## config.mk

```make
export PLATFORM = sky130hd
export DESIGN_NAME = mem_port_arbiter
export DESIGN_NICKNAME = d
export VERILOG_FILES = /design/src/rtl/mem_port_arbiter.sv
export SDC_FILE = /design/constraint.sdc
export NUM_CORES = 1
export LEC_CHECK = 0
export CAP_MARGIN = 0
export CORE_MARGIN = 4
export CORE_UTILIZATION = 40
export DETAILED_ROUTE_END_ITERATION = 10
export PLACE_DENSITY = 0.79
export SETUP_SLACK_MARGIN = 0.05
export SLEW_MARGIN = 20
export SYNTH_ARGS = -nofsm -noshare
export SYNTH_HDL_FRONTEND = slang
export SYNTH_SLANG_ARGS = --single-unit
export TNS_END_PERCENT = 50
```

## constraint.sdc

```tcl
create_clock -name clk -period 2.4 [get_ports clk]
set_input_delay 0.48 -clock clk [delete_from_list [all_inputs] [get_ports clk]]
set_output_delay 0.48 -clock clk [all_outputs]
set_load 0.01 [all_outputs]
```

## src/rtl/mem_port_arbiter.sv

```systemverilog
// Arbiter sharing one single-ported memory between instruction fetch and the
// data (load/store) stage. One transaction in flight at a time; data has
// default priority and a starvation counter forces a fetch grant eventually.
module mem_port_arbiter #(
   parameter int unsigned ADDR_W     = 32,
   parameter int unsigned DATA_W     = 32,
   parameter int unsigned STARVE_MAX = 4
) (
   input  logic                clk,
   input  logic                rst,
   // fetch requester
   input  logic                if_req,
   input  logic [ADDR_W-1:0]   if_addr,
   output logic [DATA_W-1:0]   if_rdata,
   output logic                if_done,
   // data requester
   input  logic                dm_req,
   input  logic                dm_we,
   input  logic [ADDR_W-1:0]   dm_addr,
   input  logic [DATA_W-1:0]   dm_wdata,
   input  logic [DATA_W/8-1:0] dm_be,
   output logic [DATA_W-1:0]   dm_rdata,
   output logic                dm_done,
   // memory port
   output logic                mem_req,
   output logic                mem_we,
   output logic [ADDR_W-1:0]   mem_addr,
   output logic [DATA_W-1:0]   mem_wdata,
   output logic [DATA_W/8-1:0] mem_be,
   input  logic                mem_ready,
   input  logic                mem_rvalid,
   input  logic [DATA_W-1:0]   mem_rdata,
   // hazard / status
   output logic                stall_if,
   output logic                stall_dm,
   output logic                busy
);

   localparam logic [3:0] STARVE_LIM = 4'(STARVE_MAX);

   typedef enum logic [1:0] {
      IDLE  = 2'd0,
      ISSUE = 2'd1,
      WAIT  = 2'd2
   } stateT;

   stateT      state;
   stateT      stateNext;
   logic       ownerData;
   logic [3:0] starveCnt;
   logic       ifElig;
   logic       dmElig;
   logic       grantIf;
   logic       grantDm;

   // A request whose done is high this cycle has just been served and is not new.
   assign ifElig   = if_req & ~if_done;
   assign dmElig   = dm_req & ~dm_done;

   assign stall_if = if_req & ~if_done;
   assign stall_dm = dm_req & ~dm_done;
   assign busy     = (state != IDLE);

   // State register.
   always_ff @(posedge clk or negedge rst) begin
      if (!rst) state <= IDLE;
      else      state <= stateNext;
   end

   // Next-state and grant decision; fetch only overrides data once starved.
   always_comb begin
      stateNext = state;
      grantIf   = 1'b0;
      grantDm   = 1'b0;
      unique case (state)
         IDLE: begin
            if (dmElig && !(ifElig && (starveCnt == STARVE_LIM))) begin
               grantDm   = 1'b1;
               stateNext = ISSUE;
            end else if (ifElig) begin
               grantIf   = 1'b1;
               stateNext = ISSUE;
            end
         end
         ISSUE:   if (mem_ready)  stateNext = WAIT;
         WAIT:    if (mem_rvalid) stateNext = IDLE;
         default: stateNext = IDLE;
      endcase
   end

   // Latch the winning request, track starvation, and return data/done to the owner.
   always_ff @(posedge clk or negedge rst) begin
      if (!rst) begin
         ownerData <= 1'b0;
         starveCnt <= '0;
         mem_req   <= 1'b0;
         mem_we    <= 1'b0;
         mem_addr  <= '0;
         mem_wdata <= '0;
         mem_be    <= '0;
         if_rdata  <= '0;
         dm_rdata  <= '0;
         if_done   <= 1'b0;
         dm_done   <= 1'b0;
      end else begin
         if_done <= 1'b0;
         dm_done <= 1'b0;

         if (grantDm) begin
            ownerData <= 1'b1;
            mem_req   <= 1'b1;
            mem_we    <= dm_we;
            mem_addr  <= dm_addr;
            mem_wdata <= dm_wdata;
            mem_be    <= dm_be;
            if (ifElig && (starveCnt != STARVE_LIM)) starveCnt <= starveCnt + 4'd1;
         end else if (grantIf) begin
            ownerData <= 1'b0;
            mem_req   <= 1'b1;
            mem_we    <= 1'b0;
            mem_addr  <= if_addr;
            mem_wdata <= '0;
            mem_be    <= '1;
            starveCnt <= '0;
         end

         if ((state == ISSUE) && mem_ready) mem_req <= 1'b0;

         if ((state == WAIT) && mem_rvalid) begin
            if (ownerData) begin
               dm_done <= 1'b1;
               if (!mem_we) dm_rdata <= mem_rdata;
            end else begin
               if_done  <= 1'b1;
               if_rdata <= mem_rdata;
            end
         end
      end
   end

endmodule
```

# ---- Word-level counts from Yosys, hierarchy flattened
# Cells that the tools add are included.
dict set report classes {
  n_addsub 1
  eq_ne 8
  muxes 29
  bitwise 6
  reduce_logical 14
}
# cell n
set ops {}
lappend ops {{$mux 32} 4}
lappend ops {{$mux 4} 5}
lappend ops {{$mux 1} 15}
lappend ops {{$mux 2} 4}
lappend ops {{$pmux 2 s3} 1}
lappend ops {{$reduce_and 3->1} 2}
lappend ops {{$logic_and 1x1->1} 5}
lappend ops {{$add 4x1->4 const B} 1}
lappend ops {{$eq 4x3->1 const B} 1}
lappend ops {{$ne 2x2->1 const B} 2}
lappend ops {{$ne 4x3->1 const B} 1}
lappend ops {{$not 1->1} 4}
lappend ops {{$reduce_and 2->1} 2}
lappend ops {{$reduce_bool 2->1} 2}
lappend ops {{$ne 3x3->1 const B} 1}
lappend ops {{$reduce_bool 3->1} 1}
lappend ops {{$and 1x1->1} 2}
lappend ops {{$eq 2x1->1 const B} 1}
lappend ops {{$eq 2x2->1 const B} 1}
lappend ops {{$logic_not 2->1} 1}
lappend ops {{$ne 2x1->1 const B} 1}
lappend ops {{$logic_not 1->1} 1}
dict set report word_totals {
  reg_bits 143
  output_inout_bits 139
  wordCells 70
}

# ---- Longest topological paths before layout
# Gate-level depths: netlist (run 1).
dict set report depth {
  word_depth 10
  mapped_depth 8
  depth_no_buf 5
}

# ---- Worst setup path after synthesis (run 1)
# Ideal clock, no wire load.
dict set report synth_path {
  path_kind {reg-to-reg}
  from {register starveCnt[0]}
  to {register mem_addr[26]}
  t_arrival_ps 1812
  required_ps 2277
  path_slack_ps 465
  path_stages_with_launch 9
  synth_period_minus_slack_ps 1935
  path_cell_list {dfrtp_1 inv_1 ha_1 and3b_4 buf_6 a2111o_1 buf_6 buf_6 o221a_2}
}
dict set report synth_between {
  elab_chain_len 7
  word_cells_on_any_way 10
  cone_classes {1 x eq/ne; 5 x mux; 4 x reduce/logical}
}
# element line
set synth_lines {}
lappend synth_lines {{start, declared} 50} ;# logic [3:0] starveCnt;
lappend synth_lines {{start signal, assigned} 116} ;# if (ifElig && (starveCnt != STARVE_LIM)) starveCnt <= starveCnt + 4'd1;
lappend synth_lines {{$eq 4x3->1 (*)} 77} ;# if (dmElig && !(ifElig && (starveCnt == STARVE_LIM))) begin
lappend synth_lines {{$logic_and 1x1->1 (*)} 77}
lappend synth_lines {{$logic_not 1->1 (*)} 77}
lappend synth_lines {{$logic_and 1x1->1 (*)} 77}
lappend synth_lines {{$mux 1} 77}
lappend synth_lines {{$mux 1} 75} ;# unique case (state)
lappend synth_lines {{$mux 32 or $reduce_bool 2->1 (tied branches)} -}
lappend synth_lines {{end signal, assigned} 113} ;# mem_addr <= dm_addr;
lappend synth_lines {{end signal, assigned} 121} ;# mem_addr <= if_addr;
lappend synth_lines {{end, declared} 27} ;# output logic [ADDR_W-1:0] mem_addr,
# Mark *: on every way between the ends. The rest lies on a longest branch, timed or not.
# A chain may end at the register's enable or synchronous reset.

# ---- Worst setup path after layout (run 1)
dict set report layout_path {
  from {register state[1]}
  to {output busy}
}
dict set report layout_between {
  elab_chain_len 1
}
# element line
set layout_lines {}
lappend layout_lines {{start, declared} 47} ;# stateT state;
lappend layout_lines {{start signal, assigned} 67} ;# else state <= stateNext;
lappend layout_lines {{$reduce_bool 2->1} 62} ;# assign busy = (state != IDLE);
lappend layout_lines {{end, declared} 36} ;# output logic busy
# No other way between the ends.

==> metrics.md, run 1 <==
| Metric | Value |
|---|---|
| Cell variety after synth | 35 |
| Peak supply drop | a little under 0.7 mV |
| CP max FO | 9 |
| CTS buffer count | 17 |
| Mapped cell area | 0.00584 mm2 |
| WP buf/inv | 2 |
| Antenna-violating nets left | 0 |
| DP Wirelength | 12900 um |
| Root Buffer | clkbuf_16 |
| #FFs+latches synth | between 100 and 150 |
| Vias in the first global route | 5239 |
| Core box area | 0.0141 mm2 |
| Layout cell share with drive strength beyond 1 | 20.8% |
| Syn nets | 556 |
| Slew Viols, Final | 0 |
| DIE WIDTH | about 130 um |
| WL per Instance | 20.1 um |
| # DRC | 0 |
| Unrepaired setup endpoints after global routing | false |
| Power Total | 12.2 mW |
| Die Y | 129 um |
| Grt ovf | 0 |
| Tightest Pin Transition | around 0.61 ns |
| CP Capture Type | output pin |
| Clk_skew | 0.00958 ns |
| Tmin final | between 2 and 2.5 ns |
| Startpoint class of the critical path | register |
| Crit path cell chain | nor2_1 -> inv_1 -> clkdlybuf4s50_1 |
| Max Fclk | 445 MHz |
| Hold crit path type | in2async |
| Hold Buf Count CTS | 0 |
| # port buffers | 277 |
| Clk buf depth | 2 |
| Vias per cell | between 5 and 6 |
| Reg area | 0.00358 mm2 |
| Skew-Pair Late Insertion Delay | 0.41 ns |
| H-tree depth | 4 |
| Synthesized instance count | 415 |
| Nets | 834 |
| Core Rows | 43 |
| Final hold violations | 0 |
| Crit-path max cell delay | 0.58 ns |
| Post-CTS setup repair buffer count | 0 |
| Largest net degree at the start of global routing | 67 |
| Setup Total Neg Slack | 0 ns |
| Setup slack, reg-to-reg | 0.46 ns |
| Outcome | finished clean |
| WP data arrival | roughly 1.8 ns |
| Area Overhead vs Synth | 62.1% |
| DIE AREA | roughly 0.017 mm2 |
| Power Density | 1290 mW/mm2 |
| Worst path slowest cell | dfrtp_1 |
| TritonRoute pass-1 iters | 4 |
| Synth async-reset ratio | 100% |
| Initial cell density of the core | 41.4% |
| Final GP Congestion | about 0.81 |
| Fill cells | 1033 |
| Antenna violations before repair | 0 |
| Multi-input logic area | 0.00195 mm2 |
| Initial DRC count | 201 |
| WS Path Type | reg2out |
| Worst-path clk slew | 0.06 ns |
| Count of flip-flops with a built-in enable after synthesis | 0 |
| N_diodes | 0 |
| LEAKAGE | about 4 nW |
| Yosys warnings | 0 |
| Vias | between 4000 and 5000 |
| I/O pin cnt | 278 |
| Global Route Usage Sum | a little over a fifth |
| Final worst path period share | 93.7% |
| Sink Count | 143 |
| Max_cap viols | 0 |
| Worst path top cell family by delay | buffers and inverters |
| Post-CTS Resized | 0 |
| Final setup fails | 0 |
| Main flop type after synthesis | dfrtp_1 |
| Max_slew headroom | 59.1% |
| Syn avg cell area | around 14 um2 |
| CP required | between 1.5 and 2 ns |
| First-pass GRT wire length | 28100 um |
| Final WL | 17800 um |
| Sequential fraction of the synthesis area | 61.3% |
| TritonCTS clock tree | built |
==> report_power, final <==
group / internal (mW) / total, mW / switching [mW] / leakage [nW]
combinational: 3.26 / 5.37 / 2.11 / 1.99
clock: 1.57 / 2.59 / 1.02 / 0.273
sequential: 3.52 / 4.22 / 0.700 / 1.73
==> worst paths after layout <==
kind / startpoint / endpoint / cells after the start
worst max-delay path: state[1] / busy / 3
worst min-delay path: rst / if_rdata[30] / 1
worst max register to register: starveCnt[0] / starveCnt[3] / 6
worst min register to register: dm_rdata[20] / dm_rdata[20] / 1
max in group asynchronous: rst / mem_be[1] / 2
min in group clk: dm_rdata[20] / dm_rdata[20] / 1
==> flip-flops by register name (all words and copies together) (netlist names) <==
register / cells
dm_rdata: 32
mem_be: 4
ownerData: 1
starveCnt: 4
if_rdata: 32
mem_addr: 32
dm_done: 1
mem_we: 1
mem_req: 1
if_done: 1
mem_wdata: 32
state: 2
==> kinds of logic (layout without fill, tap and decap cells) <==
| group | Yosys count | count (layout) | share of synthesized area, % |
|---|---|---|---|
| AOI/OAI and AO/OA | 113 | 113 | 17.6 |
| adders and majority gates | 2 | 2 | 0.428 |
| buffers and inverters | 72 | 363 | 5.72 |
| DFF | 143 | 143 | 61.3 |
| muxes | 64 | 64 | 12.3 |
| and+or+nand+nor | 21 | 21 | 2.61 |
==> cells in the mapped netlist, drive strengths merged (3+ instances only) <==
| master | number | area (um2) |
|---|---|---|
| mux2 | 64 | 721 |
| buf | 19 | 135 |
| dfrtp | 143 | 3580 |
| nand2 | 4 | 15.0 |
| o211ai | 33 | 248 |
| o22a | 4 | 35.0 |
| o221a | 32 | 360 |
| nand2b | 3 | 18.8 |
| clkbuf | 16 | 60.1 |
| inv | 37 | 139 |
| a22o | 33 | 289 |
| o21ai | 4 | 20.0 |
==> layer usage <==
layer	global-route usage [%]	wire length, um
met1	24.3	6650
met2	37.3	9190
met3	9.59	1730
met4	6.67	255
met5	0	0
==> stage by stage <==
step           area, um2  instances  util [%]  hold WS [ns]  setup slack (ns)
2_1_floorplan       5840        415         -         0.184             0.465
3_3_place_gp        8890        854      63.0         0.470             0.195
3_5_place_dp        8890        854      63.0         0.475             0.154
4_1_cts             9470        886      67.2        0.0808             0.142
5_1_grt             9470        886      67.2        0.0918            0.0579
6_report            9470        886      67.2        0.0639             0.151
==> layout make-up <==
cell class | count | area share (%)
Tap cell | 180 | 2.38
Inverter | 37 | 1.47
Sequential cell | 143 | 37.8
Timing Repair Buffer | 294 | 31.6
Clock inverter | 12 | 1.43
Multi-Input combinational cell | 200 | 20.6
Clock buffer | 20 | 4.72
==> layout by cell type (no fill, tap or decap), types with 4 or more instances in the layout <==
cell / instances
o211ai_1: 33
o221a_2: 29
buf_4: 10
clkdlybuf4s50_1: 276
clkinvlp_4: 4
nand2_1: 4
inv_1: 37
a22o_1: 33
mux2_2: 63
clkbuf_16: 17
o22a_1: 4
buf_12: 7
dfrtp_1: 143
(Power assumes the default switching activity.)
==> run 2, diff against run 1 <==
--- a/config.mk
+++ b/config.mk
@@ -10,7 +10,6 @@
 export CORE_UTILIZATION = 40
 export DETAILED_ROUTE_END_ITERATION = 10
 export PLACE_DENSITY = 0.79
-export SETUP_SLACK_MARGIN = 0.05
 export SLEW_MARGIN = 20
 export SYNTH_ARGS = -nofsm -noshare
 export SYNTH_HDL_FRONTEND = slang
==> results of run 2 <==
No change in the layout: final DEF, timing and power equal those of run 1.
